## src/rtl/qspi_pkg.sv

```systemverilog
// Shared definitions for the QSPI/XIP read path.
//   AXI_RESP_OKAY / AXI_RESP_SLVERR : AXI read response encodings
//   cache_state_e                   : xip_read_cache FSM states
package qspi_pkg;

    localparam logic [1:0] AXI_RESP_OKAY   = 2'b00;
    localparam logic [1:0] AXI_RESP_SLVERR = 2'b10;

    typedef enum logic [2:0] {
        ST_IDLE    = 3'd0,
        ST_LOOKUP  = 3'd1,
        ST_MISS_AR = 3'd2,
        ST_MISS_R  = 3'd3,
        ST_RESP    = 3'd4
    } cache_state_e;

endpackage

```

## src/rtl/xip_cache_mem.sv

```systemverilog
// Line storage for xip_read_cache: LINES entries of {valid, tag, 32-bit data}.
// Ports:
//   clk, resetn      : clock, synchronous active-low reset (clears valid bits)
//   rd_en_i/rd_idx_i : registered read port; outputs update the cycle after rd_en_i
//   rd_valid_o, rd_tag_o, rd_data_o : registered read results
//   wr_en_i, wr_idx_i, wr_tag_i, wr_data_i : line fill port, sets valid
//   clr_i            : invalidate every line; wins over a same-cycle fill
module xip_cache_mem
    import qspi_pkg::*;
#(
    parameter int LINES = 8,
    parameter int TAG_W = 27,
    parameter int IDX   = $clog2(LINES)
) (
    input  logic             clk,
    input  logic             resetn,
    input  logic             rd_en_i,
    input  logic [IDX-1:0]   rd_idx_i,
    output logic             rd_valid_o,
    output logic [TAG_W-1:0] rd_tag_o,
    output logic [31:0]      rd_data_o,
    input  logic             wr_en_i,
    input  logic [IDX-1:0]   wr_idx_i,
    input  logic [TAG_W-1:0] wr_tag_i,
    input  logic [31:0]      wr_data_i,
    input  logic             clr_i
);

    logic [LINES-1:0] valid_q, valid_d;
    logic [TAG_W-1:0] tag_q  [LINES];
    logic [31:0]      data_q [LINES];

    logic             rd_valid_q, rd_valid_d;
    logic [TAG_W-1:0] rd_tag_q, rd_tag_d;
    logic [31:0]      rd_data_q, rd_data_d;

    always_comb begin
        valid_d = valid_q;
        if (wr_en_i) begin
            valid_d[wr_idx_i] = 1'b1;
        end
        if (clr_i) begin
            valid_d = '0;
        end
    end

    // A flush coinciding with the lookup read must not let the stale line hit.
    always_comb begin
        rd_valid_d = rd_valid_q;
        rd_tag_d   = rd_tag_q;
        rd_data_d  = rd_data_q;
        if (rd_en_i) begin
            rd_valid_d = valid_q[rd_idx_i] & ~clr_i;
            rd_tag_d   = tag_q[rd_idx_i];
            rd_data_d  = data_q[rd_idx_i];
        end
    end

    always_ff @(posedge clk) begin
        if (!resetn) begin
            valid_q    <= '0;
            rd_valid_q <= 1'b0;
        end else begin
            valid_q    <= valid_d;
            rd_valid_q <= rd_valid_d;
        end
    end

    always_ff @(posedge clk) begin
        rd_tag_q  <= rd_tag_d;
        rd_data_q <= rd_data_d;
        if (wr_en_i) begin
            tag_q[wr_idx_i]  <= wr_tag_i;
            data_q[wr_idx_i] <= wr_data_i;
        end
    end

    assign rd_valid_o = rd_valid_q;
    assign rd_tag_o   = rd_tag_q;
    assign rd_data_o  = rd_data_q;

endmodule

```

## src/rtl/xip_read_cache.sv

```systemverilog
// Direct-mapped read-only word cache between the CPU AXI4-Lite read port and
// the XIP engine's AXI read slave. Hits answer two cycles after AR with no
// flash access; misses do one aligned word read downstream and fill the line.
// Ports:
//   clk, resetn              : clock, synchronous active-low reset
//   cache_en_i               : 1 = cache on; 0 = every access misses, no fill
//   flush_i                  : one-cycle pulse, invalidate all lines
//   s_ar*/s_r*               : CPU-side AXI read address / data channels
//   m_ar*/m_r*               : XIP-engine-side AXI read address / data channels
//   hit_cnt_o, miss_cnt_o    : wrapping hit / miss counters
//   busy_o                   : FSM not idle
module xip_read_cache
    import qspi_pkg::*;
#(
    parameter int ADDR_WIDTH = 32,
    parameter int LINES      = 8
) (
    input  logic                  clk,
    input  logic                  resetn,
    input  logic                  cache_en_i,
    input  logic                  flush_i,
    input  logic [ADDR_WIDTH-1:0] s_araddr_i,
    input  logic                  s_arvalid_i,
    output logic                  s_arready_o,
    output logic [31:0]           s_rdata_o,
    output logic [1:0]            s_rresp_o,
    output logic                  s_rvalid_o,
    input  logic                  s_rready_i,
    output logic [ADDR_WIDTH-1:0] m_araddr_o,
    output logic                  m_arvalid_o,
    input  logic                  m_arready_i,
    input  logic [31:0]           m_rdata_i,
    input  logic [1:0]            m_rresp_i,
    input  logic                  m_rvalid_i,
    output logic                  m_rready_o,
    output logic [31:0]           hit_cnt_o,
    output logic [31:0]           miss_cnt_o,
    output logic                  busy_o
);

    localparam int IDX   = $clog2(LINES);
    localparam int TAG_W = ADDR_WIDTH - IDX - 2;

    cache_state_e state_q, state_d;

    // Word address only; byte offset bits are dropped at capture.
    logic [ADDR_WIDTH-1:2] addr_q, addr_d;
    logic [31:0]           rdata_q, rdata_d;
    logic [1:0]            rresp_q, rresp_d;
    logic [31:0]           hit_cnt_q, hit_cnt_d;
    logic [31:0]           miss_cnt_q, miss_cnt_d;
    logic                  flush_seen_q, flush_seen_d;

    logic             lookup_en;
    logic             fill_en;
    logic             hit;
    logic             rd_valid;
    logic [TAG_W-1:0] rd_tag;
    logic [31:0]      rd_data;

    logic unused_byte_offset;
    assign unused_byte_offset = ^s_araddr_i[1:0];

    xip_cache_mem #(
        .LINES (LINES),
        .TAG_W (TAG_W),
        .IDX   (IDX)
    ) u_mem (
        .clk        (clk),
        .resetn     (resetn),
        .rd_en_i    (lookup_en),
        .rd_idx_i   (s_araddr_i[IDX+1:2]),
        .rd_valid_o (rd_valid),
        .rd_tag_o   (rd_tag),
        .rd_data_o  (rd_data),
        .wr_en_i    (fill_en),
        .wr_idx_i   (addr_q[IDX+1:2]),
        .wr_tag_i   (addr_q[ADDR_WIDTH-1:IDX+2]),
        .wr_data_i  (m_rdata_i),
        .clr_i      (flush_i)
    );

    assign hit = rd_valid && (rd_tag == addr_q[ADDR_WIDTH-1:IDX+2]) && cache_en_i;

    always_comb begin
        state_d      = state_q;
        addr_d       = addr_q;
        rdata_d      = rdata_q;
        rresp_d      = rresp_q;
        hit_cnt_d    = hit_cnt_q;
        miss_cnt_d   = miss_cnt_q;
        flush_seen_d = flush_seen_q;
        lookup_en    = 1'b0;
        fill_en      = 1'b0;

        case (state_q)
            ST_IDLE: begin
                if (s_arvalid_i) begin
                    lookup_en    = 1'b1;
                    addr_d       = s_araddr_i[ADDR_WIDTH-1:2];
                    flush_seen_d = 1'b0;
                    state_d      = ST_LOOKUP;
                end
            end
            ST_LOOKUP: begin
                flush_seen_d = flush_seen_q | flush_i;
                if (hit) begin
                    rdata_d   = rd_data;
                    rresp_d   = AXI_RESP_OKAY;
                    hit_cnt_d = hit_cnt_q + 32'd1;
                    state_d   = ST_RESP;
                end else begin
                    miss_cnt_d = miss_cnt_q + 32'd1;
                    state_d    = ST_MISS_AR;
                end
            end
            ST_MISS_AR: begin
                flush_seen_d = flush_seen_q | flush_i;
                if (m_arready_i) begin
                    state_d = ST_MISS_R;
                end
            end
            ST_MISS_R: begin
                flush_seen_d = flush_seen_q | flush_i;
                if (m_rvalid_i) begin
                    rdata_d = m_rdata_i;
                    rresp_d = m_rresp_i;
                    // Any flush since lookup (including this cycle) means the
                    // fetched word may predate a program/erase; don't keep it.
                    fill_en = (m_rresp_i == AXI_RESP_OKAY) && cache_en_i &&
                              !flush_seen_q && !flush_i;
                    state_d = ST_RESP;
                end
            end
            ST_RESP: begin
                if (s_rready_i) begin
                    state_d = ST_IDLE;
                end
            end
            default: begin
                state_d = ST_IDLE;
            end
        endcase
    end

    always_ff @(posedge clk) begin
        if (!resetn) begin
            state_q      <= ST_IDLE;
            addr_q       <= '0;
            rdata_q      <= '0;
            rresp_q      <= AXI_RESP_OKAY;
            hit_cnt_q    <= '0;
            miss_cnt_q   <= '0;
            flush_seen_q <= 1'b0;
        end else begin
            state_q      <= state_d;
            addr_q       <= addr_d;
            rdata_q      <= rdata_d;
            rresp_q      <= rresp_d;
            hit_cnt_q    <= hit_cnt_d;
            miss_cnt_q   <= miss_cnt_d;
            flush_seen_q <= flush_seen_d;
        end
    end

    // Held low while in reset so every output reads 0 during reset.
    assign s_arready_o = resetn && (state_q == ST_IDLE);
    assign s_rdata_o   = rdata_q;
    assign s_rresp_o   = rresp_q;
    assign s_rvalid_o  = (state_q == ST_RESP);
    assign m_araddr_o  = {addr_q, 2'b00};
    assign m_arvalid_o = (state_q == ST_MISS_AR);
    assign m_rready_o  = (state_q == ST_MISS_R);
    assign hit_cnt_o   = hit_cnt_q;
    assign miss_cnt_o  = miss_cnt_q;
    assign busy_o      = (state_q != ST_IDLE);

endmodule
```

## config.mk

```make
export PLATFORM = sky130hd
export DESIGN_NAME = xip_read_cache
export DESIGN_NICKNAME = d
export VERILOG_FILES = /design/src/rtl/qspi_pkg.sv /design/src/rtl/xip_cache_mem.sv /design/src/rtl/xip_read_cache.sv
export SDC_FILE = /design/constraint.sdc
export NUM_CORES = 1
export LEC_CHECK = 0
export ABC_AREA = 1
export CORE_ASPECT_RATIO = 2
export CORE_MARGIN = 2
export CORE_UTILIZATION = 50
export CTS_BUF_LIST = sky130_fd_sc_hd__clkbuf_4 sky130_fd_sc_hd__clkbuf_8
export CTS_CLUSTER_SIZE = 40
export DETAILED_ROUTE_END_ITERATION = 7
export PLACE_DENSITY_LB_ADDON = 0.1
export SLEW_MARGIN = 20
export SYNTH_ARGS = -nofsm -noshare
export SYNTH_HDL_FRONTEND = slang
export SYNTH_HIERARCHICAL = 1
export SYNTH_SLANG_ARGS = --single-unit
```

## constraint.sdc

```tcl
create_clock -name clk -period 8.2 [get_ports clk]
set_clock_uncertainty 0.15 [all_clocks]
set_input_delay 0.82 -clock clk [delete_from_list [all_inputs] [get_ports clk]]
set_output_delay 0.82 -clock clk [all_outputs]
set_load 0.05 [all_outputs]
```

# Word-level counts from Yosys, hierarchy flattened
# Memories as Yosys holds them, arrays and structs flattened. A register that Yosys moved wholly into a read port is not among the register bits.
# Cells that the tools add are included.
word_totals:
  ff_bits: 141
  ramBits: 472
  out_inout_bits: 135
  memories: 2
memory_table:
  columns: ["name", "words", "width", "read_ports", "rd_ports_with_merged_regs", "wr", "line", "source"]
  rows:
  - ["u_mem.data_q", 8, 32, 1, 1, 1, "xip_cache_mem.sv:31", "logic [31:0] data_q [LINES];"]
  - ["u_mem.tag_q", 8, 27, 1, 1, 1, "xip_cache_mem.sv:30", "logic [TAG_W-1:0] tag_q [LINES];"]
op_classes:
  add_sub_neg: 2
  n_lt_le_gt_ge: 3
  n_eq_ne: 10
  mux: 24
  bitwise_logic: 6
  n_reduce_logical: 22
ops:
  columns: ["cell", "n"]
  rows:
  - ["32-bit by 1-bit adder with 32-bit output, second input constant", 2]
  - ["32-bit two-way mux", 2]
  - ["32-bit case mux with 2 select lines", 1]
  - ["27-bit equality test", 1]
  - ["3-bit two-way mux", 5]
  - ["3-bit case mux with 5 select lines", 1]
  - ["1-bit two-way mux", 9]
  - ["3-bit by 4-bit < comparator with 1-bit output, second input constant", 2]
  - ["8-bit bitwise OR", 1]
  - ["2-bit AND reduction", 4]
  - ["1-bit logical AND", 7]
  - ["3-bit by 2-bit equality test with 1-bit output, second input constant", 2]
  - ["2-bit inequality test, second input constant", 3]
  - ["2-bit two-way mux", 2]
  - ["2-bit by 1-bit inequality test with 1-bit output, second input constant", 2]
  - ["2-bit case mux with 2 select lines", 1]
  - ["4-bit AND reduction", 1]
  - ["2-bit nonzero test", 2]
  - ["1-bit binary-select mux with 3-bit select", 1]
  - ["1-bit demux with 3-bit select", 1]
  - ["3-bit by 1-bit equality test with 1-bit output, second input constant", 1]
  - ["3-bit equality test, second input constant", 1]
  - ["3-bit by 1-bit greater-or-equal comparator with 1-bit output, second input constant", 1]
  - ["3-bit zero test", 1]
  - ["10 further kinds", 13]

# Depth between registers and ports, before layout
# Gate-level depths: netlist (run 1).
logic_depth:
  word_depth: 8
  ltp_mapped: 14
  depth_no_buf: 13

# Hierarchy
# The synthesis (run 1) kept the hierarchy.
modules_own_cells:
  columns: ["module", "n_inst", "cells_each", "area_each_um2", "seq_area_each_um2"]
  rows:
  - ["xip_cache_mem", 1, 1460, 20395.8, 16125.5]
  - ["xip_read_cache", 1, 1284, 7687.4, 2642.5]

# Worst setup path before layout (run 1)
# No wires, ideal clock.
synth_path:
  path_kind: "input -> register"
  startpoint: "in m_rvalid_i"
  endpoint: "mem u_mem.data_q[4][0], enable pin"
  setup_time_ns: 0.478
  t_arrival_ns: 4.295
  slack_ns: 3.277
  cell_stages: 9
  path_cell_list: "clkinv_1 > clkbuf_1 > nor2_1 > nand3b_1 > nor3_1 > inv_1 > nor2_1 > inv_1 > nor2_1"
synth_via:
  elab_chain_cells: 4
synth_rtl:
  columns: ["element", "line", "source"]
  rows:
  - ["start, declared", "xip_read_cache.sv:34", "input logic m_rvalid_i,"]
  - ["1-bit two-way mux", "xip_read_cache.sv:125", "if (m_rvalid_i) begin"]
  - ["1-bit two-way mux", "xip_read_cache.sv:96", "case (state_q)"]
  - ["via fill_en", "xip_read_cache.sv:55", "logic fill_en;"]
  - ["1-bit two-way mux", "xip_cache_mem.sv:72", "if (wr_en_i) begin"]
  - ["1-bit two-way mux (implied by the code)", "xip_cache_mem.sv:74", "data_q[wr_idx_i] <= wr_data_i;"]
  - ["end, declared", "xip_cache_mem.sv:31", null]
# The timed path passes the listed nets, and every way through them passes these cells.

# Worst setup path in the final report (run 1)
layout_path:
  startpoint: "in m_rvalid_i"
  endpoint: "mem u_mem.data_q[7][22], enable pin"
# The elaborated chain is that of the path after synthesis.

==> impl_metrics.json, run 1 <==
{
  "status": "finished, final reports clean",
  "slew_violations": 0,
  "power_w": 0.00762,
  "met3_usage_pct": 4.10,
  "antenna_left": 0,
  "gr-usage-met2_pct": 45.2,
  "p_per_area_mw_per_mm2": 233,
  "p_seq_share_pct": 51.4,
  "cts.sinks": 672,
  "combPwrFrac_pct": 11.0,
  "tightest_slew_ps": 1100,
  "remaining_drc_errors": 0,
  "peakVddDrop_mv": 0.141,
  "ctsHoldBuffers": 0,
  "worstHoldPathCells": 2,
  "syn_inst": 2744,
  "cts-resized-gates": 0,
  "vias": 20500,
  "power_leakage_nw": 11.7,
  "ctsHtreeMaxLevel": 3,
  "wire_per_inst_um": 19.9,
  "crit_slowest_cell": "nor2_4",
  "cp_max_fo": 38,
  "final_cell_mix": "nand2_1, edfxtp_1, nor2_1",
  "cap_violations": 0,
  "rsz0062_at_grt": "false",
  "clk_latency_ps": 680,
  "dp_hpwl_um": 43200,
  "grt_pass1_wl_um": 112000,
  "die_w_um": 172,
  "relSlewSlack_pct": 26.7,
  "wirelength_um": 74700,
  "grt_pass1_vias": 20200,
  "synth_enable_flop_cells": 531,
  "fin_setup_tns_ps": 0,
  "p_int_w": 0.00565,
  "use_met1_pct": 29.7,
  "required_ps": 8350,
  "yosys_warnings": 6,
  "arrival_ps": 4500,
  "first_pass_iters": 5,
  "row_count": 122,
  "syn_avg_cell_area_sq_um": 10.2,
  "cts_tree": "built",
  "gp_congestion": 0.912,
  "fmax_ghz": 0.230,
  "path_buf_inv": 4,
  "p_sw_share_pct": 25.9,
  "cp-startpoint": "m_rvalid_i",
  "timing.rr.start": "state_q[1]$_SDFFE_PN0P_",
  "ios": 209,
  "syn2layout_area_growth_pct": 16.4,
  "grt_start_max_net_pins": 142,
  "final_common_cell": "nand2_1",
  "port_buffers": 204,
  "r2r_setup_slack_ps": 4340,
  "clk_path_buf_depth": 3,
  "die_h_um": 339,
  "path_depth": 9,
  "min_period_ps": 4350,
  "crit_path_end": "u_mem/data_q[7][22]$_DFFE_PP_",
  "via_per_inst": 5.48,
  "path_class": "primary input to register",
  "clkPwrFrac_pct": 37.6,
  "root_buffer": "clkbuf_8",
  "design.die.area_sq_mm": 0.0582,
  "grt_usage_pct": 25.5,
  "postCtsSetupBuffers": 0,
  "coreArea_sq_mm": 0.0554,
  "synth_cell_types": 40,
  "synthArstFlopShare_pct": 0,
  "switchingPower_w": 0.00197,
  "dp.cells": 3574,
  "r2r-end": "u_mem/data_q[7][22]$_DFFE_PP_",
  "grt_busiest_layer": "met2",
  "drive_gt1_share_pct": 8.06,
  "ys_seq_elements": 672,
  "worstPathCellList": "clkdlybuf4s50_1 -> clkinv_1 -> buf_4 -> nor2_1 -> nand3b_1 -> nor3_1 -> nand2_1 -> nor2_4 -> buf_4",
  "cpLargestDelayFamily": "simple AND/OR/NAND/NOR gates",
  "ys.flop_type": "edfxtp_1",
  "finalWorstSetupSlack_ps": 3850,
  "nets": 3000,
  "overflow": 0,
  "cp-end-kind": "register",
  "synth_area_sq_mm": 0.0281,
  "seq_area_frac_synth_pct": 66.8,
  "fin_cells": 3752,
  "drt-initial-drc-count": 1675,
  "start_kind": "primary input",
  "numCtsBuffers": 92,
  "hp-class": "register to register",
  "path_common_cell": "buf_4",
  "r2r_cells": 7,
  "clkTransAtPathRegs_ps": 70,
  "setup_viol": 0,
  "max_stage_delay_ps": 830,
  "place_ws_ps": 3170,
  "min_period_over_period_pct": 53.1,
  "hold_viol": 0,
  "initial_core_util_pct": 50.7,
  "grt_antenna_before_repair": 4
}
Yosys cell counts, types with 32 or more instances:
library cell,count,area [sq um]
nand3_1,32,160
nand4_1,32,200
o211ai_1,32,240
dfxtp_1,141,2820
o21ai_0,205,1030
o22ai_1,118,738
inv_1,182,683
clkbuf_1,64,240
buf_2,33,165
edfxtp_1,531,15900
nor2_1,451,1690
nand2_1,621,2330
o21ai_1,91,455
a21oi_1,62,310
worst reg2reg max path, stage by stage, from the launching register on:
cell     delay [ps]
dfxtp_1         440
inv_2            80
nor2_4          120
inv_2            40
nor3_1          590
nand2_1         440
nor2_4          830
buf_4           740
power by group through the flow:
| stage | registers (W) | logic (W) | clock network [W] |
|---|---|---|---|
| after detailed placement | 0.00399 | 0.000840 | 0 |
| after floorplan | 0.00408 | 0.000425 | 0 |
| after global routing | 0.00393 | 0.000906 | 0.00307 |
| final | 0.00392 | 0.000837 | 0.00287 |
| after CTS | 0.00392 | 0.000843 | 0.00293 |
| after global placement | 0.00399 | 0.000827 | 0 |
registers in the layout (all words and copies together) (netlist names), 3 cells and up:
signal,flops
addr_q,30
hit_cnt_o,32
miss_cnt_o,32
s_rdata_o,32
state_q,3
u_mem/data_q,256
u_mem/rd_data_o,32
u_mem/rd_tag_o,27
u_mem/tag_q,216
u_mem/valid_q,8
worst min-delay path by stage:
stage	to	from	slack (ps)
2_1_floorplan	flush_seen_q$_SDFFE_PN0P_	flush_seen_q$_SDFFE_PN0P_	290
3_3_place_gp	flush_seen_q$_SDFFE_PN0P_	flush_seen_q$_SDFFE_PN0P_	300
3_5_place_dp	flush_seen_q$_SDFFE_PN0P_	flush_seen_q$_SDFFE_PN0P_	310
4_1_cts	flush_seen_q$_SDFFE_PN0P_	flush_seen_q$_SDFFE_PN0P_	320
5_1_grt	flush_seen_q$_SDFFE_PN0P_	flush_seen_q$_SDFFE_PN0P_	330
6_report	flush_seen_q$_SDFFE_PN0P_	flush_seen_q$_SDFFE_PN0P_	320
final cells by class:
cell class                 instances  area, sq um
sequential                       672        18800
fill                            4676        22700
clock inverter                    39          423
clock buffer                     135         1670
tap                              744          931
antenna                            4         10.0
timing repair buffer             230         2250
multi-input combinational       1734         7880
inverter                         194          739
stage by stage:
stage	hold WS [ps]	util, %	cell area, sq um
CTS	315	58.9	32700
global placement	299	55.1	30500
floorplan	286	-	28100
global route	333	59.0	32700
finish	318	59.0	32700
detailed placement	305	55.2	30600
metal layers:
layer | part of all wire (%) | vias up
li1 | - | 9722
met1 | 39 | 9952
met2 | 52 | 719
met3 | 5.8 | 155
met4 | 3.9 | 0
met5 | 0 | -
kinds of logic (layout without fill, tap and decap cells):
kind of cell	after synthesis	after routing	synth area share [%]
xor+xnor	20	20	0.624
flops	672	672	66.8
fa+ha+maj	2	2	0.0891
buf+inv	339	598	5.41
simple gates	1197	1197	17.0
other cells	1	6	0.0134
compound gates	513	513	10.0
Power figures use the tool's default switching activity.
==> run 2: changes to the inputs <==
clock period = 3.52 ns   (was 8.2 ns; I/O delays follow)
==> run 2 against run 1 <==
Combinational power grew 140%; die area unchanged; wire length grew 0.73%; worst hold slack got worse by 230 ps; register-to-register slack got worse by 3600 ps; total power increased by 130%.
==> impl_metrics.json, run 2 (synthesis gave the netlist of run 1 again) <==
{
  "status": "finished, final reports clean",
  "grt_usage_pct": 25.7,
  "first_pass_iters": 5,
  "cp_max_fo": 41,
  "wire_per_inst_um": 19.9,
  "grt_start_max_net_pins": 242,
  "design.die.area_sq_mm": 0.0582,
  "cts-resized-gates": 0,
  "min_period_over_period_pct": 79.8,
  "ctsHoldBuffers": 0,
  "fmax_ghz": 0.356,
  "numCtsBuffers": 92,
  "die_w_um": 172,
  "peakVddDrop_mv": 0.389,
  "slew_violations": 0,
  "arrival_ps": 3270,
  "clkTransAtPathRegs_ps": 70,
  "p_per_area_mw_per_mm2": 529,
  "final_cell_mix": "nand2_1, edfxtp_1, nor2_1",
  "cts_tree": "built",
  "wirelength_um": 75200,
  "clk_path_buf_depth": 3,
  "relSlewSlack_pct": 27.8,
  "cp-end-kind": "register",
  "top_regs": "u_mem/data_q: 256 flops, u_mem/tag_q: 216 flops",
  "power_leakage_nw": 11.8,
  "ios": 209,
  "overflow": 0,
  "row_count": 122,
  "port_buffers": 204,
  "cap_violations": 0,
  "die_h_um": 339,
  "fill_cells": 4663,
  "coreArea_sq_mm": 0.0554,
  "root_buffer": "clkbuf_8",
  "cts.sinks": 672,
  "rsz0062_at_grt": "false",
  "r2r_cells": 13,
  "start_kind": "register",
  "clk_latency_ps": 690,
  "drt-initial-drc-count": 1630,
  "tightest_slew_ps": 1080,
  "via_per_inst": 5.49,
  "vias": 20700,
  "antenna_left": 0,
  "worstHoldPathCells": 3,
  "final_common_cell": "nand2_1",
  "remaining_drc_errors": 0,
  "power_w": 0.0174,
  "path_class": "register to register",
  "grt_antenna_before_repair": 6,
  "drive_gt1_share_pct": 8.79,
  "grt_pass1_vias": 20300,
  "hp-class": "primary input to register",
  "min_period_ps": 2810,
  "hold_viol": 0,
  "gp_congestion": 0.932,
  "fin_setup_tns_ps": 0,
  "regMostFlops": "u_mem/data_q",
  "ctsHtreeMaxLevel": 3,
  "required_ps": 3980,
  "setup_viol": 0,
  "largest_register_ffs": 256,
  "postCtsSetupBuffers": 0,
  "syn2layout_area_growth_pct": 17.3,
  "dp_hpwl_um": 44300,
  "initial_core_util_pct": 50.7,
  "nets": 3025,
  "grt_pass1_wl_um": 114000
}
run 2: cell types whose count changed in the layout (fill, tap and decap cells not counted), moves of 2 or more:
cell	before	now
buf_12	0	21
inv_6	0	3
bufinv_16	9	4
clkinvlp_4	4	0
clkbuf_4	30	36
inv_2	8	10
clkinv_1	13	11
buf_4	26	32
run 2: final timing paths:
| check | startpoint | to | slack (ps) |
|---|---|---|---|
| setup reg to reg | addr_q[28]$_SDFFE_PN0P_ | s_rdata_o[24]$_SDFFE_PN0P_ | 710 |
| hold / removal | resetn | hit_cnt_o[31]$_SDFFE_PN0P_ | 90 |
| setup / recovery | addr_q[28]$_SDFFE_PN0P_ | s_rdata_o[24]$_SDFFE_PN0P_ | 710 |
| hold reg to reg | flush_seen_q$_SDFFE_PN0P_ | flush_seen_q$_SDFFE_PN0P_ | 320 |
run 2: critical path, stage by stage (launching register included):
cell      delay [ps]
dfxtp_1          530
inv_1            140
nand2_1          100
nand2_1          100
nor2_1           110
nand2_1           70
nor2_1           110
nand2_1          240
nor2_4           410
nand2_4           90
buf_4            300
o211ai_1         160
nand2_1           90
nor2_1           100
run 2: where the power goes:
part / switching (W) / internal [W] / total (W) / leakage [nW]
Combinational: 0.00144 / 0.000595 / 0.00203 / 4.74
Clock: 0.00290 / 0.00340 / 0.00629 / 1.06
Sequential: 0.000217 / 0.00889 / 0.00910 / 5.99
run 2: area by class of cell:
cell class	instances	area [sq um]	area share [%]
inverters	194	733	2.23
well taps	744	931	2.83
flip-flops and latches	672	18800	57.0
clock buffers	140	1700	5.17
diodes	3	7.51	0.0228
multi-input cells	1734	7870	23.9
repair buffers	255	2670	8.12
clock inverters	31	258	0.782
run 2: metrics by stage:
stage	instance area [sq um]	utilization, %	hold slack (ps)	worst slack, ps	cells
6_report	32900	59.5	92.4	710	3773
5_1_grt	32900	59.5	88.9	438	3772
4_1_cts	32900	59.4	50.5	684	3770
3_5_place_dp	31000	55.9	308	531	3599
3_3_place_gp	31000	55.9	298	576	3599
2_1_floorplan	28100	-	286	-176	2745
run 2: metal layers:
| layer | vias to the layer above | track usage (%) | routed length (um) |
|---|---|---|---|
| li1 | 9776 | - | - |
| met5 | - | 0 | 17 |
| met1 | 9930 | 30.1 | 28900 |
| met2 | 799 | 46.3 | 39100 |
| met3 | 186 | 3.92 | 4380 |
| met4 | 4 | 11.0 | 2840 |
